`src/rtl/mmc1x_core.sv`:
```
// MMC1-family mapper core: serial-load register file, PRG/CHR/WRAM bank
// generation, mirroring and a save-state access port.
module mmc1x_core #(
    parameter int VARIANT       = 1,
    parameter int OUTER         = 0,
    parameter int CONSEC_FILTER = 1
) (
    input  logic        clk,
    input  logic        rst,
    input  logic [15:0] cpu_addr,
    input  logic        cpu_d7,
    input  logic        cpu_d0,
    input  logic        cpu_rw,
    input  logic        cpu_m2,
    input  logic [2:0]  ppu_addr,
    output logic [4:0]  prg_addr,
    output logic [4:0]  chr_addr,
    output logic [1:0]  wram_bank,
    output logic        wram_ce,
    output logic        prg_ce_n,
    output logic        ciram_a10,
    input  logic [2:0]  sst_addr,
    input  logic        sst_we,
    input  logic [7:0]  sst_di,
    output logic [7:0]  sst_do
);
    localparam logic FILT = (CONSEC_FILTER != 0);

    logic [4:0] ctrl_q, ctrl_d;
    logic [4:0] chr0_q, chr0_d;
    logic [4:0] chr1_q, chr1_d;
    logic [4:0] prg_q, prg_d;
    logic [3:0] sr_q, sr_d;
    logic [2:0] cnt_q, cnt_d;
    logic       last_wr_q, last_wr_d;
    logic       m2_prev_q;
    logic       m2_fall, strobe, accept;
    logic [4:0] chr_sel;
    logic [3:0] prg_lo;
    logic       unused_addr;

    assign unused_addr = ^cpu_addr[12:0];

    assign m2_fall = m2_prev_q & ~cpu_m2;
    assign strobe  = m2_fall & ~cpu_rw & cpu_addr[15];
    assign accept  = strobe & ~(FILT & last_wr_q);

    always_ff @(posedge clk or posedge rst) begin
        if (rst) begin
            ctrl_q    <= 5'h0C;
            chr0_q    <= 5'h00;
            chr1_q    <= 5'h00;
            prg_q     <= 5'h00;
            sr_q      <= 4'h0;
            cnt_q     <= 3'd0;
            last_wr_q <= 1'b0;
            m2_prev_q <= 1'b0;
        end else begin
            ctrl_q    <= ctrl_d;
            chr0_q    <= chr0_d;
            chr1_q    <= chr1_d;
            prg_q     <= prg_d;
            sr_q      <= sr_d;
            cnt_q     <= cnt_d;
            last_wr_q <= last_wr_d;
            m2_prev_q <= cpu_m2;
        end
    end

    // A save-state write owns the cycle: any coincident CPU strobe is dropped.
    always_comb begin
        ctrl_d    = ctrl_q;
        chr0_d    = chr0_q;
        chr1_d    = chr1_q;
        prg_d     = prg_q;
        sr_d      = sr_q;
        cnt_d     = cnt_q;
        last_wr_d = last_wr_q;
        if (sst_we) begin
            case (sst_addr)
                3'd0:    ctrl_d = sst_di[4:0];
                3'd1:    chr0_d = sst_di[4:0];
                3'd2:    chr1_d = sst_di[4:0];
                3'd3:    prg_d  = sst_di[4:0];
                3'd4:    {last_wr_d, cnt_d, sr_d} = sst_di;
                default: ;
            endcase
        end else begin
            if (m2_fall) begin
                last_wr_d = strobe;
            end
            if (accept) begin
                if (cpu_d7) begin
                    sr_d        = 4'h0;
                    cnt_d       = 3'd0;
                    ctrl_d[3:2] = 2'b11;
                end else if (!cnt_q[2]) begin
                    sr_d  = {cpu_d0, sr_q[3:1]};
                    cnt_d = cnt_q + 3'd1;
                end else begin
                    case (cpu_addr[14:13])
                        2'd0:    ctrl_d = {cpu_d0, sr_q};
                        2'd1:    chr0_d = {cpu_d0, sr_q};
                        2'd2:    chr1_d = {cpu_d0, sr_q};
                        default: prg_d  = {cpu_d0, sr_q};
                    endcase
                    sr_d  = 4'h0;
                    cnt_d = 3'd0;
                end
            end
        end
    end

    always_comb begin
        chr_sel = chr0_q;
        if (ctrl_q[4] && ppu_addr[2]) begin
            chr_sel = chr1_q;
        end
        case (ctrl_q[1:0])
            2'd0:    ciram_a10 = 1'b0;
            2'd1:    ciram_a10 = 1'b1;
            2'd2:    ciram_a10 = ppu_addr[0];
            default: ciram_a10 = ppu_addr[1];
        endcase
        case (ctrl_q[3:2])
            2'd2:    prg_lo = cpu_addr[14] ? prg_q[3:0] : 4'h0;
            2'd3:    prg_lo = cpu_addr[14] ? 4'hF : prg_q[3:0];
            default: prg_lo = {prg_q[3:1], cpu_addr[14]};
        endcase
        prg_addr  = {(OUTER >= 1) ? chr_sel[4] : 1'b0, prg_lo};
        chr_addr  = ctrl_q[4] ? chr_sel : {chr0_q[4:1], ppu_addr[2]};
        wram_bank = (OUTER == 2) ? chr_sel[3:2] : 2'b00;
        wram_ce   = (cpu_addr[15:13] == 3'b011) && !((VARIANT == 1) && prg_q[4]);
        prg_ce_n  = ~cpu_addr[15];
    end

    always_comb begin
        case (sst_addr)
            3'd0:    sst_do = {3'b000, ctrl_q};
            3'd1:    sst_do = {3'b000, chr0_q};
            3'd2:    sst_do = {3'b000, chr1_q};
            3'd3:    sst_do = {3'b000, prg_q};
            3'd4:    sst_do = {last_wr_q, cnt_q, sr_q};
            default: sst_do = 8'hFF;
        endcase
    end
endmodule

```
`config.mk`:
```
export PLATFORM = sky130hd
export DESIGN_NAME = mmc1x_core
export DESIGN_NICKNAME = d
export VERILOG_FILES = /design/src/rtl/mmc1x_core.sv
export SDC_FILE = /design/constraint.sdc
export NUM_CORES = 1
export LEC_CHECK = 0
export ABC_AREA = 1
export CORE_MARGIN = 1.5
export CORE_UTILIZATION = 43
export DETAILED_ROUTE_END_ITERATION = 10
export GPL_ROUTABILITY_DRIVEN = 0
export PLACE_DENSITY = 0.87
export SETUP_SLACK_MARGIN = 0.3
export SYNTH_ARGS = -nofsm -noshare
export SYNTH_HDL_FRONTEND = slang
export SYNTH_SLANG_ARGS = --single-unit
```
`constraint.sdc`:
```
create_clock -name clk -period 1.2 [get_ports clk]
set_clock_uncertainty 0.1 [all_clocks]
set_input_delay 0.18 -clock clk [delete_from_list [all_inputs] [get_ports clk]]
set_output_delay 0.18 -clock clk [all_outputs]
set_load 0.01 [all_outputs]
```
# Word-level counts from Yosys, hierarchy flattened
# Cells that the tools add are included.
[totals]
input_bits = 37
word_cells = 104
out_inout_bits = 23
regBits = 29
[classes]
muxes = 46
add_sub_neg = 1
n_eq_ne = 18
reduce_logical = 22
bitwise = 8
[ops]
columns = ["cell", "n"]
rows = [
  ["$mux W5", 25],
  ["$pmux W8 S5", 1],
  ["$mux W4", 7],
  ["$reduce_and A5 Y1", 4],
  ["$mux W3", 5],
  ["$ne A2 B1 Y1 const B", 7],
  ["$reduce_bool A2 Y1", 6],
  ["$eq A3 B2 Y1 const B", 3],
  ["$eq A2 B2 Y1 const B", 4],
  ["$pmux W4 S2", 1],
  ["$reduce_bool A3 Y1", 2],
  ["$and A1 B1 Y1", 4],
  ["$eq A2 B1 Y1 const B", 2],
  ["$logic_not A2 Y1", 2],
  ["$mux W1", 4],
  ["$mux W2", 2],
  ["$not A1 Y1", 4],
  ["$reduce_and A2 Y1", 2],
  ["$reduce_and A4 Y1", 1],
  ["$add A3 B1 Y3 const B", 1],
  ["$eq A3 B1 Y1 const B", 1],
  ["$eq A3 B3 Y1 const B", 1],
  ["$logic_not A3 Y1", 1],
  ["$pmux W1 S3", 1],
  ["3 further kinds", 4],
]

# Logic depth before layout (Yosys ltp)
# Gate-level depths: netlist (run 1).
[depth]
depth_word = 7
mapped_depth = 8
mapped_depth_nobuf = 8

# Worst setup path before layout (run 1)
# OpenSTA, ideal clock, no wires.
[synth_timing]
path_kind = "input -> output"
start = "in sst_addr[0]"
end = "out sst_do[1]"
cell_stages = 7
required_ns = 0.920
path_buffers = 1
arrival_time_ns = 0.912
slack_ns = 0.008
path_cell_list = "buf_6 -> inv_4 -> nand2_1 -> nor2_1 -> nand2_1 -> nand2_1 -> nand3b_1"
[synth_via]
elab_chain_cells = 2
elab_cells_between_ends = 6
classes_between = "eq/ne: 4; mux: 1; reduce/logical: 1"
[synth_lines]
columns = ["element", "line", "source"]
rows = [
  ["from (decl)", "22", "input logic [2:0] sst_addr,"],
  ["$eq A3 B3 Y1, or another cell as far along", "138", "case (sst_addr)"],
  ["$pmux W8 S5 (*)", "138", ""],
  ["to (decl)", "25", "output logic [7:0] sst_do"],
]
# Mark *: on every way between the ends. The rest lies on a longest branch, timed or not.

# Final worst setup path (run 1)
[layout_timing]
start = "reg ctrl_q[3]"
end = "out prg_addr[0]"
[layout_via]
elab_chain_cells = 2
elab_cells_between_ends = 3
classes_between = "eq/ne: 2; mux: 1"
[layout_lines]
columns = ["element", "line", "source"]
rows = [
  ["from (decl)", "29", "logic [4:0] ctrl_q, ctrl_d;"],
  ["from (signal assigned)", "59", "ctrl_q <= ctrl_d;"],
  ["$eq A2 B2 Y1", "125", "case (ctrl_q[3:2])"],
  ["$pmux W4 S2 (*)", "125", ""],
  ["to (decl)", "16", "output logic [4:0] prg_addr,"],
]
# Marked as above.

==> results of run 1 <==
## kinds of logic (layout without fill, tap and decap cells)
kind of cell,after synthesis,after routing
DFF,29,29
AOI/OAI and AO/OA,37,37
buffers and inverters,39,158
and+or+nand+nor,168,169
other,1,3
muxes,4,4
adders and majority gates,1,1
## flip-flops by register name, summed over array words and instances, names as in the netlist
signal and count:
chr0_q 5, chr1_q 5, cnt_q 3, ctrl_q 5
last_wr_q 1, m2_prev_q 1, prg_q 5, sr_q 4
## worst max-delay path: stages, from the launching register on
cell and delay [ns]:
dfstp_2 0.58, buf_6 0.13, nand2_4 0.04, a21oi_2 0.15, a21oi_1 0.07, buf_2 0.14
## area by class of cell
cell class	count	area [um2]	share of cell area [%]
multi-input combinational	214	1600	43.4
timing repair buffer	120	1070	29.0
clock buffer	7	96.3	2.61
inverter	30	123	3.32
clock inverter	1	5.00	0.136
sequential	29	728	19.7
tap	52	65.1	1.76
## worst paths after layout
path,start,endpoint,cells past startpoint
max reg2reg,last_wr_q,prg_q[0],7
min in group asynchronous,rst,prg_q[1],3
max in group asynchronous,rst,ctrl_q[3],3
min,cpu_m2,m2_prev_q,1
max,ctrl_q[3],prg_addr[0],5
min reg2reg,prg_q[2],prg_q[2],2
## cell usage after synthesis, drive strengths merged
master	n
inv	30
buf	9
nand3	34
o211ai	2
ha	1
dfstp	2
conb	1
mux2	4
o21a	1
nor3	2
o21ai	23
dfrtp	27
nand4	5
a31oi	1
nor4	1
a21oi	9
nand2	107
o21bai	1
nand3b	3
nor2	16
## power breakdown
part           switching (mW)  total (mW)  internal [mW]
Combinational            1.08        2.08          0.999
Sequential              0.226        1.43           1.20
Clock                   0.426       0.944          0.518
Total                    1.73        4.45           2.72
## per-layer routing
metal | vias up | wire [um]
li1 | 1152 | -
met1 | 1340 | 3420
met2 | 228 | 4640
met3 | 87 | 901
met4 | 0 | 950
met5 | - | 0
## timing repair
| action | CTS | global route |
|---|---|---|
| setup buffers | 26 | 7 |
| setup endpoints to repair | 48 | 47 |
| hold buffers | 0 | 0 |
| pin swaps | 25 | 29 |
| resized for setup | 198 | 76 |
| cloned | 1 | 0 |
==> metrics.md, run 1 <==
| Metric | Value |
|---|---|
| Share of cells above drive strength 1 | `a little under three fifths` |
| Violated checks | `setup timing` |
| Grt ovf | `0` |
| CP Launch Type | `flip-flop` |
| Commonest non-fill, non-tap cell in the layout | `nand2_1` |
| GR Util met1 | `between 30% and 40%` |
| Hold Fails Final Rpt | `0` |
| Worst hold path type | `in2reg` |
| Fin util | `83.6%` |
| Pre-antenna DRT Iters | `7` |
| Post-Synth Adder-Cell Area | `0.624%` |
| Number of global-route vias before repair | `around 2,500` |
| Synthesized flop and latch total | `29` |
| Clock Path Buffers | `2` |
| Crit path capture type | `output port` |
| Clock-pin transition on the worst setup and hold timing paths | `roughly 0.07 ns` |
| Worst Path Required | `~0.92 ns` |
| Gr busiest metal | `met2` |
| Initial Util | `between 40% and 50%` |
| CTS tree | `done` |
| ANT nets after route | `0` |
| First-pass GRT wire length | `12,300 um` |
| Final setup TNS | `-14.38 ns` |
| Routed via count | `2,807` |
| H-tree depth | `2` |
| Setup slack, reg-to-reg | `-0.42 ns` |
| Final setup viols | `46` |
| Crit Path Category | `reg2out` |
| Post-synth design cell area | `~2000 um2` |
| Static Leakage | `around 1.9 nW` |
| Die X | `between 70 and 80 um` |
| Maximum operating frequency | `590 MHz` |
| Gate Count Post-Synth | `279` |
| Antenna cells | `0` |
| Total track usage | `between 30% and 40%` |
| Detailed Route WL | `approximately 10000 um` |
| Synth cell types | `32` |
| Post-synthesis mux area share | `under 10%` |
| Die ar. | `slightly above 5000 um2` |
| Port Buffers | `43` |
| Detailed Route Iter0 Violations | `approximately 300` |
| Synth Area per Inst | `roughly 7 um2` |
| # fillers | `236` |
| RSZ-0062 raised after global routing | `true` |
| Area Overhead vs Synth | `84.0%` |
| Crit-path max FO | `4` |
| # Max-Cap Violations | `0` |
| Drt drc | `0` |
| Top cell type's share of synthesized area | `between 30% and 40%` |
| Core box area | `4410 um2` |
| GR Util met2 | `a little over half` |
| Slew Viols, Final | `0` |
| Design Area, Final | `3690 um2` |
| Clk_lat worst skew | `0.30 ns` |
| Worst setup margin | `-0.495 ns` |
| IO Pins | `60` |
| Clk Tree Root Cell | `clkbuf_8` |
| Clock Sinks | `29` |
| Area contributors post-synth | `dfrtp_1 34%, nand2_1 19%, nand3_1 8.0%` |
| CP Data Arrival Time | `around 1.4 ns` |
| Largest family of logic cells by synthesized area | `simple AND/OR/NAND/NOR gates` |
| Site Rows | `24` |
| Power per Cell Area | `about 1200 nW/um2` |
| Final worst path period share | `141%` |
| Final Hold Slack | `0.0605 ns` |
| Synth area leader | `dfrtp_1` |
| Largest net degree at the start of global routing | `30` |
| Initial antenna violation count | `0` |
| Yosys Warn Count | `0` |
| Die H | `71.3 um` |
| Nets | `roughly 440` |
| Vias/cell | `about 6.2` |
| Sequential share of the synthesized area | `a little over a third` |
| CTS Buf Count | `5` |
| Placement Setup Slack | `-1.01 ns` |
| Grt met3 use | `roughly 6.9%` |
| Post-Synth Simple-Gate Area | `~40%` |
| Commonest non-fill, non-tap cells in the layout | `50 x nand2_1, 47 x buf_4, 35 x nand2_2` |
| Layout Cells excl Fill | `between 400 and 500` |
| Post-layout minimum cycle time | `1.69 ns` |
| DP Area | `2810 um2` |
| WL/cell | `around 22 um` |
| Placed insts | `around 400` |
| Complex-gate fraction of the synthesized area | `between 10% and 20%` |
| HPWL after DPL | `around 4300 um` |
| Design Power | `4.45 mW` |
| Status | `finished with violations` |
| Peak supply drop | `around 0.86 mV` |
| Synth Area in XOR/XNOR | `0%` |
Power figures use the tool's default switching activity.
==> run 2, diff against run 1 <==
==> constraint.sdc (replaced) <==
create_clock -name clk -period 1.5 [get_ports clk]
set_clock_uncertainty 0.1 [all_clocks]
set_input_delay 0.225 -clock clk [delete_from_list [all_inputs] [get_ports clk]]
set_output_delay 0.225 -clock clk [all_outputs]
set_load 0.01 [all_outputs]
==> metrics.md, run 2 (synthesis results as in run 1) <==
| Metric | Value |
|---|---|
| Commonest non-fill, non-tap cells in the layout | `50 x nand2_1, 39 x buf_4, 38 x nand2_2` |
| Clock Path Buffers | `2` |
| Final Hold Slack | `~0.091 ns` |
| Clk Tree Root Cell | `clkbuf_8` |
| P_int | `2.13 mW` |
| Share of cells above drive strength 1 | `a little under three fifths` |
| Clk_lat worst skew | `~0.29 ns` |
| Largest net degree at the start of global routing | `30` |
| Most used cell, CP | `buf_2` |
| Crit path capture type | `output port` |
| Area Overhead vs Synth | `78.5%` |
| CTS hold repair buffers | `0` |
| Detailed Route Iter0 Violations | `between 300 and 400` |
| # Max-Cap Violations | `0` |
| Status | `finished with violations` |
| Detailed Route WL | `around 9000 um` |
| DP Area | `around 2700 um2` |
| WL/cell | `a little over 20 um` |
| Total track usage | `32.3%` |
| Site Rows | `24` |
| Grt ovf | `0` |
| Routed via count | `~2,700` |
| CP Data Arrival Time | `approximately 1.4 ns` |
| Static Leakage | `approximately 1.8 nW` |
| Worst hold path type | `in2reg` |
| Combinational share of power | `45.2%` |
| Max stage delay cell, worst path | `o21ai_0` |
| H-tree depth | `2` |
| Max stage delay on crit path | `approximately 0.17 ns` |
| Power per Cell Area | `961 nW/um2` |
| Die H | `around 71 um` |
| CP Launch Type | `primary input` |
| CTS Buf Count | `5` |
| Antenna cells | `0` |
| Buf+Inv Stages, Crit Path | `5` |
| Die X | `approximately 70 um` |
| Layout Cells excl Fill | `around 450` |
| Worst Path Required | `~1.2 ns` |
| Nets | `430` |
| Worst path cell trace | `buf_2 > buf_12 > buf_6 > buf_4 > nand4_1 > o21ai_0 > nor2_4 > nand2_1 > buf_2` |
| Sw Pwr | `1.31 mW` |
| Commonest non-fill, non-tap cell in the layout | `nand2_1` |
| Seq pwr share | `between 30% and 40%` |
| Multi-input gate area | `roughly 1500 um2` |
| Initial antenna violation count | `0` |
| Core box area | `4410 um2` |
| Vias/cell | `~6.0` |
| Post-layout minimum cycle time | `roughly 1.7 ns` |
| Number of global-route vias before repair | `between 2,000 and 3,000` |
| Final setup TNS | `-2.07 ns` |
| Port Buffers | `between 40 and 50` |
| Worst setup margin | `-0.190 ns` |
| IO Pins | `60` |
| Final worst path period share | `113%` |
| First-pass GRT wire length | `around 12,000 um` |
| Violated checks | `setup timing` |
| ANT nets after route | `0` |
| Design Area, Final | `3580 um2` |
| Crit Path Category | `in2out` |
| Clock power frac | `approximately 22%` |
| HPWL after DPL | `roughly 4500 um` |
| Maximum operating frequency | `~600 MHz` |
| Clock Sinks | `29` |
| Storage element area | `around 730 um2` |
| CTS tree | `done` |
| CP top delay family | `buffers and inverters` |
| Switching part of the total | `a little under two fifths` |
| Placed insts | `approximately 400` |
| Pre-antenna DRT Iters | `6` |
| Drt drc | `0` |
| Slew Viols, Final | `0` |
| Peak supply drop | `a little over 0.7 mV` |
| RSZ-0062 raised after global routing | `true` |
| Final setup viols | `15` |
| Crit-path max FO | `5` |
| # fillers | `between 200 and 250` |
| Clock-pin transition on the worst setup and hold timing paths | `roughly 0.060 ns` |
| Initial Util | `45.4%` |
| Hold Fails Final Rpt | `0` |
| Die ar. | `slightly above 5000 um2` |
## run 2: layout make-up
class / instances / area share, %
multi-input combinational: 214 / 43.2
tap: 52 / 1.82
timing repair buffer: 112 / 28.4
sequential: 29 / 20.3
inverter: 30 / 3.42
clock buffer: 7 / 2.69
clock inverter: 1 / 0.140
## run 2: worst paths after layout
check	from	endpoint	slack (ns)	depth (start not counted)
worst max-delay path	sst_addr[1]	sst_do[3]	-0.19	9
worst min-delay path	cpu_m2	m2_prev_q	0.09	1
worst max register to register	last_wr_q	chr1_q[0]	0.11	8
worst min register to register	chr0_q[4]	chr0_q[4]	0.47	2
max in group asynchronous	rst	ctrl_q[3]	0.91	3
min in group asynchronous	rst	prg_q[0]	0.16	3
## run 2: routing by layer
metal  part of all wire [%]  track usage (%)
met5                      0                0
met4                    6.3             19.5
met3                     10             6.47
met2                     48             54.2
met1                     35             38.0
## run 2: power by group through the flow
| stage | combinational, mW | clock [mW] | sequential [mW] |
|---|---|---|---|
| after floorplan | 0.539 | 0 | 1.07 |
| after global placement | 1.02 | 0 | 1.09 |
| after detailed placement | 1.05 | 0 | 1.11 |
| after CTS | 1.29 | 0.730 | 1.10 |
| after global routing | 1.64 | 0.801 | 1.15 |
| final | 1.55 | 0.751 | 1.13 |
## run 2: timing repair
item	CTS	global route
gates resized for setup	198	68
setup buffers	28	6
pin swaps	42	32
gates cloned	1	0
endpoints found under the setup margin	48	47
## run 2: through the flow
stage | util, % | power (mW) | setup slack [ns]
finish | 81.1 | 3.44 | -0.190
global route | 81.1 | 3.58 | -0.247
CTS | 75.0 | 3.12 | -0.145
detailed placement | 62.1 | 2.16 | -0.842
global placement | 62.1 | 2.12 | -0.818
floorplan | - | 1.61 | 0.280
==> run 3, diff against run 2 <==
==> constraint.sdc (replaced) <==
create_clock -name clk -period 1.5 [get_ports clk]
set_clock_uncertainty 0.1 [all_clocks]
set_input_delay 0.375 -clock clk [delete_from_list [all_inputs] [get_ports clk]]
set_output_delay 0.375 -clock clk [all_outputs]
set_load 0.01 [all_outputs]
==> metrics.md, run 3 (synthesis results as in run 1) <==
| Metric | Value |
|---|---|
| Slew Viols, Final | `0` |
| Final Hold Slack | `roughly 0.25 ns` |
| Nets | `between 400 and 500` |
| Antenna cells | `0` |
| Design Area, Final | `3730 um2` |
| Crit-path max FO | `5` |
| Clk_lat worst skew | `between 0.2 and 0.3 ns` |
| Grt ovf | `0` |
| DP Area | `~3000 um2` |
| CP Data Arrival Time | `between 1.5 and 2 ns` |
| Commonest non-fill, non-tap cell in the layout | `nand2_1` |
| R2R depth | `6` |
| Port Buffers | `43` |
| Power per Cell Area | `about 920 nW/um2` |
| RSZ-0062 raised after global routing | `true` |
| Status | `finished with violations` |
| Clk Tree Root Cell | `clkbuf_8` |
| Hold EP | `m2_prev_q` |
| Seq pwr share | `about a third` |
| Crit path capture type | `output port` |
| Detailed Route WL | `between 10,000 and 15,000 um` |
| Max stage delay on crit path | `roughly 0.27 ns` |
| Switching part of the total | `around 40%` |
| CP Launch Point | `sst_addr[2]` |
| Worst setup margin | `-0.494 ns` |
| Die X | `between 70 and 80 um` |
| Setup slack, reg-to-reg | `-0.02 ns` |
| Crit Path Category | `in2out` |
| Detailed Route Iter0 Violations | `~350` |
| # Max-Cap Violations | `0` |
| Worst hold path type | `in2reg` |
| Initial Util | `45.4%` |
| Largest net degree at the start of global routing | `30` |
| Clock power frac | `19.0%` |
| Worst-Margin Slew | `roughly 0.53 ns` |
| Combinational share of power | `between 40% and 50%` |
| P_int | `about 2.1 mW` |
| ANT nets after route | `0` |
| Static Leakage | `1.90 nW` |
| Max stage delay cell, worst path | `nor2_1` |
| Pre-antenna DRT Iters | `5` |
| Drt drc | `0` |
| Placed insts | `420` |
| Die H | `about 71 um` |
| HP Start | `cpu_m2` |
| Initial antenna violation count | `0` |
| Final setup TNS | `-6.18 ns` |
| H-tree depth | `2` |
| Routed via count | `~2,900` |
| Violated checks | `setup timing` |
| Final worst path period share | `133%` |
| Core box area | `4410 um2` |
| Clock-pin transition on the worst setup and hold timing paths | `~0.060 ns` |
| Vias/cell | `between 6 and 7` |
| Die ar. | `a little over 5000 um2` |
| Site Rows | `24` |
| CP Launch Type | `primary input` |
| Share of cells above drive strength 1 | `approximately three fifths` |
| Clock Path Buffers | `2` |
| Worst Path Required | `between 1 and 1.5 ns` |
| Worst R2R End | `sr_q[2]` |
| Worst hold stages | `1` |
| WL/cell | `about 22 um` |
| Post-layout minimum cycle time | `approximately 2.0 ns` |
| Clock Sinks | `29` |
| First-pass GRT wire length | `13,400 um` |
| Commonest non-fill, non-tap cells in the layout | `52 x nand2_1, 50 x buf_4, 33 x buf_6` |
| Area Overhead vs Synth | `85.8%` |
| Peak supply drop | `0.822 mV` |
| Critical R2R Launch | `cnt_q[2]` |
| Sw Pwr | `approximately 1.4 mW` |
| CTS tree | `done` |
| Hold Fails Final Rpt | `0` |
| CTS Buf Count | `5` |
| Most used cell, CP | `buf_6` |
| Design Power | `between 3 and 4 mW` |
| HPWL after DPL | `4560 um` |
| Worst path cell trace | `buf_6 > buf_6 > buf_4 > inv_6 > nand3_2 > nor2_1 > a21oi_4 > nand3b_1 > buf_2` |
| Layout Cells excl Fill | `roughly 460` |
| Slew margin rel. | `between 60% and 70%` |
| IO Pins | `60` |
| Maximum operating frequency | `502 MHz` |
| Number of global-route vias before repair | `about 2,700` |
| Total track usage | `approximately a third` |
| Final setup viols | `33` |
==> run 3: changes by cell type in the layout (fill, tap and decap cells not counted), sizes merged <==
cell	before	now
dlymetal6s2s	2	0
clkdlybuf4s50	12	10
clkbuf	7	6
buf	92	107
clkinv	1	2
==> run 3: timing repair <==
action	in CTS	in global routing
pin swaps	34	17
setup endpoints to repair	48	48
setup buffers	25	2
endpoints found under the hold margin	0	0
cloned	1	0
gates resized for setup	205	72
hold buffers	0	0
==> run 3: critical path: cells and delay by family <==
| kind | cells | cell delay [ns] |
|---|---|---|
| simple gates | 3 | 0.49 |
| buf+inv | 5 | 0.58 |
| compound gates | 1 | 0.05 |
==> run 3: final cells by class <==
cell class,instances,area (um2)
Clock buffer,6,72.6
Clock inverter,2,10.0
Fill cell,206,688
Inverter,30,130
Multi-Input combinational cell,214,1610
Sequential cell,29,731
Tap cell,52,65.1
Timing Repair Buffer,123,1100
==> run 3: through the flow <==
| stage | setup WS [ns] | utilization (%) |
|---|---|---|
| CTS | -0.365 | 78.8 |
| floorplan | -0.0200 | - |
| global route | -0.487 | 84.4 |
| finish | -0.494 | 84.4 |
| detailed placement | -1.14 | 66.9 |
| global placement | -1.11 | 66.9 |
==> run 3: worst max path at each step <==
stage / endpoint / cells past startpoint
2_1_floorplan: sst_do[4] / 5
3_3_place_gp: sst_do[1] / 7
3_5_place_dp: sst_do[4] / 7
4_1_cts: sst_do[4] / 9
5_1_grt: sst_do[4] / 9
6_report: sst_do[4] / 9
==> run 3: power by group through the flow <==
| stage | Combinational, mW | Clock, mW | Sequential [mW] |
|---|---|---|---|
| final | 1.64 | 0.650 | 1.13 |
| after detailed placement | 1.27 | 0 | 1.10 |
| after global placement | 1.23 | 0 | 1.09 |
| after global routing | 1.71 | 0.681 | 1.14 |
| after floorplan | 0.600 | 0 | 1.08 |
| after CTS | 1.37 | 0.633 | 1.10 |
==> run 3: metal layers <==
metal  global-route usage [%]  wire length, um  vias up
li1                         -                -     1157
met1                     40.2             3590     1332
met2                     58.0             4760      268
met3                     9.28             1020       95
met4                     19.3              775        0
met5                        0                0        -
